==> src/rtl/spi_recv_con.sv <==
// rtl/spi_recv_con.sv - SPI receiver: synchronizes CS/DCLK/data pins, shifts MSB-first words, strobes completed words
module spi_recv_con #(
  parameter int DATA_WIDTH  = 8,
  parameter int LINES       = 1,
  parameter int SYNC_STAGES = 2
) (
  input  logic                                 clk_in,
  input  logic                                 rst_n_in,
  input  logic [LINES-1:0]                     chip_data_in,
  input  logic                                 chip_clk_in,
  input  logic                                 chip_sel_in,
  output logic [LINES-1:0][DATA_WIDTH-1:0]     data_out,
  output logic                                 data_valid_out,
  output logic                                 frame_err_out,
  output logic                                 busy_out
);

  localparam int CNT_W = (DATA_WIDTH > 1) ? $clog2(DATA_WIDTH) : 1;

  typedef enum logic [0:0] {IDLE, RECV} state_t;

  logic [SYNC_STAGES-1:0]              cs_ff;
  logic [SYNC_STAGES-1:0]              dclk_ff;
  logic [LINES-1:0][SYNC_STAGES-1:0]   din_ff;
  logic                                dclk_dly;
  logic                                cs_sync;
  logic                                dclk_sync;
  logic [LINES-1:0]                    din_sync;
  logic                                rise;

  state_t                              state;
  logic [CNT_W-1:0]                    cnt;
  logic [LINES-1:0][DATA_WIDTH-1:0]    shift;
  logic                                err_pend;

  // CS chain resets high so an idle bus is not mistaken for a frame start
  always_ff @(posedge clk_in or negedge rst_n_in) begin
    if (!rst_n_in) begin
      cs_ff    <= '1;
      dclk_ff  <= '0;
      din_ff   <= '0;
      dclk_dly <= 1'b0;
    end else begin
      cs_ff    <= {cs_ff[SYNC_STAGES-2:0], chip_sel_in};
      dclk_ff  <= {dclk_ff[SYNC_STAGES-2:0], chip_clk_in};
      for (int i = 0; i < LINES; i++) begin
        din_ff[i] <= {din_ff[i][SYNC_STAGES-2:0], chip_data_in[i]};
      end
      dclk_dly <= dclk_ff[SYNC_STAGES-1];
    end
  end

  always_comb begin
    din_sync = '0;
    for (int i = 0; i < LINES; i++) begin
      din_sync[i] = din_ff[i][SYNC_STAGES-1];
    end
  end

  assign cs_sync   = cs_ff[SYNC_STAGES-1];
  assign dclk_sync = dclk_ff[SYNC_STAGES-1];
  assign rise      = dclk_sync & ~dclk_dly;

  // busy_out and frame_err_out lag the state change by one cycle
  always_ff @(posedge clk_in or negedge rst_n_in) begin
    if (!rst_n_in) begin
      state          <= IDLE;
      cnt            <= '0;
      shift          <= '0;
      data_out       <= '0;
      data_valid_out <= 1'b0;
      frame_err_out  <= 1'b0;
      busy_out       <= 1'b0;
      err_pend       <= 1'b0;
    end else begin
      data_valid_out <= 1'b0;
      frame_err_out  <= err_pend;
      err_pend       <= 1'b0;
      busy_out       <= (state == RECV);
      case (state)
        IDLE: begin
          cnt <= '0;
          if (!cs_sync) begin
            state <= RECV;
          end
        end
        RECV: begin
          if (cs_sync) begin
            err_pend <= (cnt != '0);
            cnt      <= '0;
            state    <= IDLE;
          end else if (rise) begin
            for (int i = 0; i < LINES; i++) begin
              shift[i] <= {shift[i][DATA_WIDTH-2:0], din_sync[i]};
            end
            if (cnt == CNT_W'(DATA_WIDTH - 1)) begin
              for (int i = 0; i < LINES; i++) begin
                data_out[i] <= {shift[i][DATA_WIDTH-2:0], din_sync[i]};
              end
              data_valid_out <= 1'b1;
              cnt            <= '0;
            end else begin
              cnt <= cnt + CNT_W'(1);
            end
          end
        end
        default: state <= IDLE;
      endcase
    end
  end

endmodule

==> config.mk <==
export PLATFORM = sky130hd
export DESIGN_NAME = spi_recv_con
export DESIGN_NICKNAME = d
export VERILOG_FILES = /design/src/rtl/spi_recv_con.sv
export SDC_FILE = /design/constraint.sdc
export NUM_CORES = 1
export LEC_CHECK = 0
export ABC_CLOCK_PERIOD_IN_PS = 4200
export BUFFER_PORTS_ARGS = -buffer_cell sky130_fd_sc_hd__buf_2
export CORE_AREA = 2 2 51 58
export DETAILED_ROUTE_END_ITERATION = 8
export DIE_AREA = 0 0 53 60
export GPL_TIMING_DRIVEN = 1
export PLACE_DENSITY_LB_ADDON = 0.2
export SETUP_SLACK_MARGIN = 0.2
export SLEW_MARGIN = 25
export SYNTH_ARGS = -nofsm -noshare
export SYNTH_HDL_FRONTEND = slang
export SYNTH_SLANG_ARGS = --single-unit
==> constraint.sdc <==
create_clock -name clk_in -period 4.2 [get_ports clk_in]
set_input_delay 0.21 -clock clk_in [delete_from_list [all_inputs] [get_ports clk_in]]
set_output_delay 0.21 -clock clk_in [all_outputs]
set_load 0.01 [all_outputs]
# Yosys cells after proc, flatten, opt, wreduce, memory -nomap -nowiden
# Index checks and enable logic that the tools add are counted.
# word_totals
rom_bits	0
memories	0
register_bits	30
out_inout_bits	11
mem_bits_rw	0
latch_bits	0
in_bits	5
# op_classes
muxes	11
magnitude_cmp	0
n_div	0
n_bitwise	4
n_mul	0
n_reduce_logical	3
add_sub_neg	1
n_eq_ne	2
shift	0
# ops
operator	n
3-bit 2-to-1 mux	3
1-bit 2-to-1 mux	7
3-bit case mux with 2 select lines	1
4-bit AND reduction	1
3-bit by 1-bit adder with 3-bit output, second input constant	1
3-bit equality test, second input constant	1
3-bit inequality test, second input constant	1
1-bit inverter	3
3-bit AND reduction	1
3-bit nonzero test	1
1-bit AND	1

# Logic depth before layout (Yosys ltp)
# Gate-level depths: netlist of the first run.
# logic_depth
ltp_word	5
ltp_mapped	5
ltp_nobuf	5

# Least setup slack after synthesis of the first run
# Ideal clock, no wire load.
# synth_path
path_type	reg-to-reg
start	register cnt[0]
end	register data_out[0] (netlist bit)
period_less_slack_ns	1.365
path_buffers	0
path_stages_with_launch	5
setup_ns	0.125
t_arrival_ns	1.240
setup_slack_ns	2.835
path_cell_list	dfrtp_1 > ha_1 > ha_1 > nand2_8 > mux2_4
# synth_via
elab_chain_len	2
# synth_lines
item	line	source
from (decl)	32	logic [CNT_W-1:0] cnt;
from (signal assigned)	103	cnt <= cnt + CNT_W'(1);
3-bit equality test	96	if (cnt == CNT_W'(DATA_WIDTH - 1)) begin
4-bit AND reduction (no source line)	n/a	
to (signal, indexed assignment)	98	data_out[i] <= {shift[i][DATA_WIDTH-2:0], din_sync[i]};
to (decl)	12	output logic [LINES-1:0][DATA_WIDTH-1:0] data_out,
# No other way between the ends.
# A chain may end at the register's enable or synchronous reset.

# Worst setup path in the final report of the first run
# layout_path
start	register dclk_dly
end	register data_out[0] (netlist bit)
# layout_via
elab_chain_len	3
# layout_lines
item	line	source
from (decl)	25	logic dclk_dly;
from (signal assigned)	49	dclk_dly <= dclk_ff[SYNC_STAGES-1];
1-bit inverter	62	assign rise = dclk_sync & ~dclk_dly;
1-bit AND	62	
4-bit AND reduction (no source line)	n/a	
# No other way between the ends.

==> results of run 1 <==
-- path summary, 6_finish.rpt --
path                            endpoint  slack (ns)      from
min                        frame_err_out        0.35  err_pend
max in group asynchronous         cnt[0]        3.36  rst_n_in
max                          data_out[0]        2.68  dclk_dly
max reg2reg                  data_out[0]        2.68  dclk_dly
min in group asynchronous       busy_out        0.43  rst_n_in
min reg2reg                frame_err_out        0.35  err_pend
-- critical path: stages, from the launching register on --
cell and delay, ns:
dfrtp_1 0.38, and4bb_1 0.57, nand2_8 0.14, mux2_4 0.32
-- report_power, final --
group	internal, mW	switching (mW)	leakage, nW
Combinational	0.0207	0.0132	0.276
Clock	0.0810	0.0931	0.0353
Sequential	0.313	0.0156	0.389
Total	0.414	0.122	0.700
-- layout make-up --
class	count	area share, %
Multi-Input combinational cell	31	25.2
Sequential cell	30	57.0
Clock buffer	7	4.17
Tap cell	33	3.12
Inverter	5	1.42
Clock inverter	1	0.379
Timing Repair Buffer	19	8.71
-- cells in the final DEF, fill, tap and decap left out --
cell,n
nor2_1,4
clkbuf_1,1
nand2_1,2
clkbuf_8,1
inv_1,5
clkinv_2,1
and4bb_1,1
nor2b_1,1
nand2_8,1
dfrtp_1,28
mux2_2,7
mux2i_1,3
mux2_4,8
a21oi_1,1
dfstp_2,2
dlygate4sd3_1,4
ha_1,3
clkbuf_4,5
buf_2,15
-- through the flow --
stage                     utilization, %  setup slack (ns)  hold slack [ns]  cells  power, mW
final                               50.3              2.68            0.352    126      0.536
after global routing                50.3              2.60            0.363    126      0.568
after CTS                           50.3              2.66            0.356    126      0.548
after detailed placement            46.5              2.67            0.278    114      0.367
after global placement              46.5              2.72            0.267    114      0.366
after floorplan                        -              2.83          -0.0856     67      0.352
-- kinds of logic after synthesis --
group / count (synthesis)
AO/OA/AOI/OAI: 1
multiplexers: 18
flip-flops: 30
buffers and inverters: 6
AND/OR/NAND/NOR: 9
adder cells (fa/ha/maj): 3
-- state kept, by name, summed over array words and instances (netlist names) --
register and flops:
cs_ff 2, data_valid_out 1, cnt 3, data_out 8, din_ff 2, dclk_ff 2
busy_out 1, dclk_dly 1, err_pend 1, shift 7, frame_err_out 1, state 1
-- metal layers --
layer	wire (um)	GRT usage, %	share of wire [%]	vias up
li1	-	-	-	272
met4	70	13.2	4.6	0
met5	0	0	0	-
met2	713	19.5	47	18
met1	647	13.1	43	276
met3	85	5.25	5.6	8
==> results.json, run 1 <==
{
  "status": "complete, no violations",
  "synth_compound_area_share_pct": 0.448,
  "setup-violations-final": 0,
  "ys_types": 14,
  "initial_core_util_pct": 42.5,
  "rsz0062_at_grt": "no",
  "vias_per_cell": 4.56,
  "clockBufferDepth": 2,
  "first_pass_iters": 4,
  "final_cell_area_um2": 1320,
  "post_cts_buffers": 0,
  "grt_overflow": 0,
  "grt_max_degree": 31,
  "synth_top_area_cell": "dfrtp_1",
  "multi_input_area_um2": 333,
  "num-fill-cells": 240,
  "cts.clk_slew.worst_paths_ns": 0.09,
  "syn_inst": 67,
  "synth_edf_count": 0,
  "areaGrowthSynthToFinish_pct": 18.4,
  "synth-xor-area-share_pct": 0,
  "p_leak_nw": 0.700,
  "drt_first_iter_violations": 7,
  "cts_resized": 0,
  "num_vias": 574,
  "rows": 20,
  "synth_ff_type": "dfrtp_1",
  "ys_top_cells_by_area": "dfrtp_1 63%, mux2_4 11%, mux2_2 7.1%, dfstp_2 4.7%, ha_1 3.4%",
  "ys_seq_area_share_pct": 67.5,
  "drive_gt1_share_pct": 43.0,
  "fp.dieW_um": 53,
  "syn_area_um2": 1120,
  "required_ns": 4.42,
  "numCtsBuffers": 5,
  "grt_pass1_vias": 624,
  "yosysMostFrequentCell": "dfrtp_1",
  "synth_common_cells": "28 x dfrtp_1, 8 x mux2_4, 7 x mux2_2",
  "critPathMaxFanout": 9,
  "cp-end-kind": "register",
  "ant_nets": 0,
  "final_nets": 100,
  "synth_nets": 75,
  "ys_seq_elements": 30,
  "diodes": 0,
  "critical_path.startpoint_type": "register",
  "antenna_found_initial": 0,
  "fin_setup_tns_ns": 0,
  "place_area_um2": 1220,
  "synth_fa_ha_area_share_pct": 3.36,
  "drc": 0,
  "maxCapViolCount": 0,
  "synth.avg_cell_area_um2": 16.7,
  "die_height_um": 60,
  "wl_um": 1520,
  "async_reset_ff_share_pct": 100,
  "cts_tree": "done",
  "root_buffer": "clkbuf_4",
  "dpl.hpwl_um": 1050,
  "seq_area_um2": 753,
  "timing.final.hold_violations": 0,
  "io_pins": 16,
  "cts_num_sinks": 30,
  "holdBufCountCts": 4,
  "reg2reg_depth": 3,
  "yosysWarnings": 0,
  "cts_htree_levels": 2,
  "whs_path_depth": 0,
  "synth.area.mux_share_pct": 20.5,
  "tightest_slew_ns": 0.631,
  "hold_class": "reg2reg",
  "globalRouteTotalUtil_pct": 13.0,
  "arrival_ns": 1.73,
  "drv_slew": 0,
  "finClkSkew_ns": 0.00456,
  "clk_latency_ns": 0.32,
  "fin_crit_sh_pct": 36.2,
  "power.density_nw_per_um2": 406,
  "fmax_ghz": 0.658,
  "place_congestion": 0.623,
  "min_period_ns": 1.52,
  "synth_top_family_by_area": "multiplexers",
  "yosysTopAreaCellShare_pct": 62.8,
  "io_buffers": 15,
  "synth-simple-area-share_pct": 5.49,
  "vdd_drop_max_v": 0.000269,
  "wl_per_cell_um": 12.0,
  "grt_pass1_wl_um": 2670,
  "relSlewSlack_pct": 58.0,
  "fp.coreArea_um2": 2630,
  "crit_type": "reg2reg",
  "dieArea_um2": 3180
}
(Power assumes the default switching activity.)
==> run 2, diff against run 1 <==
--- a/config.mk
+++ b/config.mk
@@ -5,11 +5,12 @@
 export SDC_FILE = /design/constraint.sdc
 export NUM_CORES = 1
 export LEC_CHECK = 0
-export ABC_CLOCK_PERIOD_IN_PS = 4200
+export ABC_AREA = 1
+export ABC_CLOCK_PERIOD_IN_PS = 1400
 export BUFFER_PORTS_ARGS = -buffer_cell sky130_fd_sc_hd__buf_2
-export CORE_AREA = 2 2 51 58
+export CORE_AREA = 2 2 52 58
 export DETAILED_ROUTE_END_ITERATION = 8
-export DIE_AREA = 0 0 53 60
+export DIE_AREA = 0 0 54 60
 export GPL_TIMING_DRIVEN = 1
 export PLACE_DENSITY_LB_ADDON = 0.2
 export SETUP_SLACK_MARGIN = 0.2
==> constraint.sdc (replaced) <==
create_clock -name clk_in -period 1.4 [get_ports clk_in]
set_input_delay 0.07 -clock clk_in [delete_from_list [all_inputs] [get_ports clk_in]]
set_output_delay 0.07 -clock clk_in [all_outputs]
set_load 0.01 [all_outputs]
==> run 2 against run 1 <==
Compared with the run above:
- synthesized cell count increased by 58%
- die area increased by 1.9%
- non-clock buffer count increased by 8
- global-route usage increased by 2.0 points
- clock power increased to 2.9 times the previous value
- maximum frequency increased by 23%
- sequential power increased to 2.9 times the previous value
- register-to-register slack got worse by 2.5 ns
- worst setup slack got worse by 2.5 ns
- clock skew increased by 0.012 ns
- critical path type unchanged
- critical endpoint is now cnt[0]
==> results.json, run 2 <==
{
  "status": "complete, no violations",
  "ys_seq_elements": 30,
  "arrival_ns": 1.48,
  "numCtsBuffers": 5,
  "fin_crit_sh_pct": 87.9,
  "crit_type": "reg2reg",
  "clockBufferDepth": 2,
  "syn_area_um2": 1150,
  "fmax_ghz": 0.812,
  "relSlewSlack_pct": 57.5,
  "regMostFlops": "data_out",
  "dpl.hpwl_um": 1240,
  "seqPwrFrac_pct": 60.4,
  "fin_setup_tns_ns": 0,
  "grt_pass1_wl_um": 3260,
  "syn_inst": 106,
  "drive_gt1_share_pct": 37.1,
  "p_leak_nw": 0.787,
  "num_vias": 782,
  "cts_num_sinks": 30,
  "crit_path_max_incr_delay_ns": 0.41,
  "critical_path_buf_inv_count": 0,
  "io_buffers": 15,
  "min_period_ns": 1.23,
  "drt_first_iter_violations": 18,
  "dieArea_um2": 3240,
  "place_area_um2": 1250,
  "io_pins": 16,
  "rows": 20,
  "switching_share_pct": 23.2,
  "final_common_cell": "nand2_1",
  "required_ns": 1.64,
  "setup-violations-final": 0,
  "areaGrowthSynthToFinish_pct": 28.9,
  "tightest_slew_ns": 0.637,
  "num-fill-cells": 249,
  "cp-end-kind": "register",
  "crit_chain": "ha_2 -> ha_4 -> or2_4 -> o21ai_2",
  "globalRouteTotalUtil_pct": 15.0,
  "fp.dieW_um": 54,
  "critPathMaxFanout": 3,
  "cts_htree_levels": 2,
  "initial_core_util_pct": 42.4,
  "clk_latency_ns": 0.32,
  "grt_overflow": 0,
  "largest_reg_flops": 8,
  "cts.clk_slew.worst_paths_ns": 0.09,
  "place_ws_ns": 0.0973,
  "ys_seq_area_share_pct": 65.7,
  "maxCapViolCount": 0,
  "yosysTopAreaCellShare_pct": 61.1,
  "drv_slew": 0,
  "vdd_drop_max_v": 0.000608,
  "yosysWarnings": 0,
  "p_int_mw": 1.22,
  "ys_types": 16,
  "root_buffer": "clkbuf_4",
  "place_congestion": 0.758,
  "combPwrFrac_pct": 7.4,
  "async_reset_ff_share_pct": 100,
  "vias_per_cell": 4.52,
  "power_mw": 1.58,
  "final_cell_area_um2": 1480,
  "synth_ff_type": "dfrtp_1",
  "final_cell_mix": "36 x nand2_1, 27 x dfrtp_1, 15 x buf_2, 12 x nand3_1",
  "wl_um": 1950,
  "wl_per_cell_um": 11.3,
  "ys_top_cells_by_area": "dfrtp_1 61%, nand2_1 13%, nand3_1 5.2%, dfstp_2 4.6%, ha_1 3.3%",
  "largest_registers": "data_out: 8 flops, shift: 7 flops, cnt: 3 flops",
  "ant_nets": 0,
  "drc": 0,
  "synth_common_cells": "41 x nand2_1, 28 x dfrtp_1, 12 x nand3_1",
  "post-route-util_pct": 54.7,
  "hold_class": "in2async",
  "crit_slowest_cell": "dfrtp_1",
  "critical-path-top-delay-family": "flip-flops",
  "grt_max_degree": 31,
  "finClkSkew_ns": 0.0162,
  "first_pass_iters": 4,
  "switching_power_uw": 368,
  "synth.avg_cell_area_um2": 10.8,
  "synth_edf_count": 0,
  "power.density_nw_per_um2": 1070,
  "diodes": 0,
  "synth_top_area_cell": "dfrtp_1",
  "grt_pass1_vias": 737,
  "clock_power_share_pct": 32.2,
  "antenna_found_initial": 0,
  "final_nets": 147,
  "synth_nets": 114,
  "critical_path.startpoint_type": "register",
  "rsz0062_at_grt": "yes",
  "fin_ws_ns": 0.169,
  "fp.coreArea_um2": 2700,
  "yosysMostFrequentCell": "nand2_1",
  "cts_tree": "done",
  "die_height_um": 60,
  "timing.final.hold_violations": 0
}
run 2: cell types whose count changed after synthesis, sizes merged, moves of 3 or more:
cell / before / now
nand3: 0 / 14
mux2i: 3 / 0
mux2: 15 / 0
nand2: 3 / 43
inv: 5 / 8
run 2: logic make-up after synthesis:
group           Yosys count  synth area share, %
simple gates             61                 25.0
flops                    30                 65.7
buf+inv                  10                 4.59
fa+ha+maj                 3                 3.28
compound gates            2                 1.42
run 2: power by group through the flow:
stage                     sequential (mW)  clock (mW)  combinational, mW
after floorplan                     0.964           0             0.0569
after global placement              0.970           0             0.0853
after detailed placement            0.971           0             0.0882
after CTS                           0.955       0.535              0.100
after global routing                0.965       0.589              0.135
final                               0.956       0.511              0.117
run 2: metrics by stage:
stage          hold slack, ns  std cells
3_5_place_dp            0.132        153
6_report                0.296        173
3_3_place_gp            0.133        153
4_1_cts                 0.318        167
2_1_floorplan          -0.226        106
5_1_grt                 0.340        173
run 2: worst paths after layout:
kind	endpoint	start	slack (ns)	cells after the start
worst max-delay path	cnt[0]	cnt[0]	0.17	4
worst min register to register	din_ff[1]	din_ff[0]	0.35	0
max in group asynchronous	state	rst_n_in	0.65	2
worst max register to register	cnt[0]	cnt[0]	0.17	4
worst min-delay path	data_out[2]	rst_n_in	0.30	2
min in group clk_in	din_ff[1]	din_ff[0]	0.35	0
run 2: routing by layer:
| metal | track usage (%) | vias to the layer above | wire length, um |
|---|---|---|---|
| li1 | - | 398 | - |
| met1 | 17.5 | 363 | 912 |
| met2 | 22.3 | 19 | 899 |
| met3 | 6.75 | 2 | 117 |
| met4 | 8.93 | 0 | 24 |
| met5 | 0 | - | 0 |
run 2: what timing repair did:
item	4_1_cts	5_1_grt
gates cloned	1	0
buffers inserted	1	6
resized for setup	8	6
hold endpoints to repair	31	0
hold buffers	4	0
pin swaps	4	9
setup endpoints to repair	9	16
run 2: final cells by class:
| type | count | area [um^2] | area share [%] |
|---|---|---|---|
| inverters | 8 | 30.0 | 2.03 |
| repair buffers | 27 | 191 | 13.0 |
| clock buffers | 8 | 58.8 | 3.98 |
| flip-flops and latches | 30 | 754 | 51.1 |
| well taps | 33 | 41.3 | 2.79 |
| multi-input cells | 67 | 402 | 27.2 |
run 2: worst reg2reg max path: stages (launching register included):
cell     delay, ns
dfrtp_1       0.41
ha_2          0.21
ha_4          0.18
or2_4         0.25
o21ai_2       0.12
==> run 3, diff against run 2 <==
--- a/config.mk
+++ b/config.mk
@@ -5,12 +5,12 @@
 export SDC_FILE = /design/constraint.sdc
 export NUM_CORES = 1
 export LEC_CHECK = 0
-export ABC_AREA = 1
+export ABC_AREA = 0
 export ABC_CLOCK_PERIOD_IN_PS = 1400
 export BUFFER_PORTS_ARGS = -buffer_cell sky130_fd_sc_hd__buf_2
-export CORE_AREA = 2 2 52 58
+export CORE_AREA = 2 2 51 58
 export DETAILED_ROUTE_END_ITERATION = 8
-export DIE_AREA = 0 0 54 60
+export DIE_AREA = 0 0 53 60
 export GPL_TIMING_DRIVEN = 1
 export PLACE_DENSITY_LB_ADDON = 0.2
 export SETUP_SLACK_MARGIN = 0.2
==> run 3 against run 2 <==
Compared with the run above:
- maximum frequency down 8.7%
- first-iteration DRC count is 83% lower
- sequential power grew 3.5%
- wire length fell by 14%
- clock skew shrank 0.013 ns
==> results.json, run 3 (synthesis results as in run 1) <==
{
  "status": "complete, no violations",
  "p_leak_nw": 0.780,
  "setup-violations-final": 0,
  "crit_type": "reg2reg",
  "place_congestion": 0.662,
  "fp.coreArea_um2": 2630,
  "fin_crit_sh_pct": 96.3,
  "holdWs_ns": 0.292,
  "combPwrFrac_pct": 8.8,
  "reg2reg_depth": 3,
  "relSlewSlack_pct": 57.4,
  "numCtsBuffers": 5,
  "cts_tree": "done",
  "fin_setup_tns_ns": 0,
  "grt_overflow": 0,
  "grt_pass1_wl_um": 2810,
  "vias_per_cell": 4.60,
  "tightest_slew_ns": 0.639,
  "num_vias": 626,
  "seqPwrFrac_pct": 56.0,
  "final_common_cell": "dfrtp_1",
  "p_int_mw": 1.39,
  "drv_slew": 0,
  "num-fill-cells": 223,
  "final_nets": 110,
  "seq_area_um2": 753,
  "power.density_nw_per_um2": 1190,
  "critical_path.startpoint_type": "register",
  "grt_max_degree": 31,
  "fp.dieW_um": 53,
  "multi_input_area_um2": 392,
  "power_mw": 1.77,
  "worstReg2RegEnd": "shift[5]",
  "drt_first_iter_violations": 3,
  "maxCapViolCount": 0,
  "largest_registers": "data_out: 8 flops, shift: 7 flops, cnt: 3 flops",
  "areaGrowthSynthToFinish_pct": 32.4,
  "grt_pass1_vias": 634,
  "dpl.hpwl_um": 1050,
  "switching_share_pct": 21.5,
  "io_buffers": 15,
  "globalRouteTotalUtil_pct": 13.5,
  "fin_ws_ns": 0.0517,
  "required_ns": 1.61,
  "dieArea_um2": 3180,
  "place_area_um2": 1270,
  "wl_um": 1690,
  "hold_class": "in2async",
  "largest_reg_flops": 8,
  "rsz0062_at_grt": "yes",
  "ant_nets": 0,
  "switching_power_uw": 379,
  "place_ws_ns": -0.0376,
  "clock_power_share_pct": 35.2,
  "vdd_drop_max_v": 0.000695,
  "drive_gt1_share_pct": 53.4,
  "cts.clk_slew.worst_paths_ns": 0.09,
  "min_period_ns": 1.35,
  "io_pins": 16,
  "clockBufferDepth": 2,
  "root_buffer": "clkbuf_4",
  "die_height_um": 60,
  "clk_latency_ns": 0.32,
  "initial_core_util_pct": 42.5,
  "r2r_start": "cs_ff[1]",
  "fmax_ghz": 0.742,
  "antenna_found_initial": 0,
  "first_pass_iters": 3,
  "final_cell_area_um2": 1480,
  "regMostFlops": "data_out",
  "ff2ff_setup_slack_ns": 0.05,
  "drc": 0,
  "timing.final.hold_violations": 0,
  "cts_htree_levels": 2,
  "wl_per_cell_um": 12.4,
  "cts_num_sinks": 30,
  "critPathMaxFanout": 5,
  "cp-end-kind": "register",
  "rows": 20,
  "final_cell_mix": "28 x dfrtp_1, 15 x mux2_4, 15 x buf_2, 6 x buf_4",
  "diodes": 0,
  "arrival_ns": 1.56,
  "finClkSkew_ns": 0.00303
}
## run 3: cell count changes in the layout (fill, tap and decap cells not counted), sizes merged
| cell | delta |
|---|---|
| mux2i | +3 |
| mux2 | +15 |
| o21ai | -1 |
| nand2 | -39 |
| a21oi | +1 |
| buf | +1 |
| inv | -3 |
| nor2b | +1 |
| nand3 | -14 |
| a211oi | -1 |
| and4bb | +1 |
| or2 | -1 |
## run 3: worst max-delay path by stage
stage / start / endpoint / slack (ns) / depth (start not counted)
floorplan: cs_ff[1] / data_out[0] / 0.05 / 4
global placement: dclk_dly / shift[6] / 0.007 / 3
detailed placement: dclk_dly / shift[5] / -0.04 / 3
CTS: cs_ff[1] / shift[5] / 0.04 / 3
global route: dclk_dly / shift[5] / 0.01 / 3
finish: cs_ff[1] / shift[5] / 0.05 / 3
## run 3: critical path: stages, from the launching register on
cell	delay, ns
dfstp_2	0.53
and4bb_4	0.27
buf_6	0.14
mux2_4	0.29
## run 3: power by group through the flow
| stage | Clock, mW | Combinational, mW | Sequential, mW |
|---|---|---|---|
| 6_report | 0.621 | 0.155 | 0.989 |
| 5_1_grt | 0.695 | 0.170 | 0.999 |
| 4_1_cts | 0.653 | 0.158 | 0.990 |
| 3_5_place_dp | 0 | 0.108 | 1.00 |
| 3_3_place_gp | 0 | 0.105 | 1.00 |
| 2_1_floorplan | 0 | 0.0677 | 0.987 |
## run 3: cell type report
class,instances,share of cell area (%)
multi-input cells,32,26.5
repair buffers,28,13.1
well taps,33,2.79
inverters,5,1.27
flip-flops and latches,30,51.0
clock buffers,8,5.33
## run 3: timing repair
| item | 4_1_cts | 5_1_grt |
|---|---|---|
| setup buffers | 3 | 0 |
| gates cloned | 1 | 0 |
| hold buffers | 4 | 0 |
| resized for setup | 14 | 1 |
| pin swaps | 3 | 2 |
| hold endpoints to repair | 31 | 0 |
| endpoints found under the setup margin | 15 | 18 |
## run 3: through the flow
stage | cells | util (%)
finish | 136 | 56.2
global route | 136 | 56.2
CTS | 136 | 56.1
detailed placement | 120 | 48.3
global placement | 120 | 48.3
floorplan | 67 | -
## run 3: layer usage
layer  vias to the layer above  GRT usage (%)  routed length [um]
met5                         -              0                   0
met4                         0           14.3                  65
met3                         7           5.25                  84
met2                        17           19.5                 776
met1                       310           14.4                 762
li1                        292              -                   -
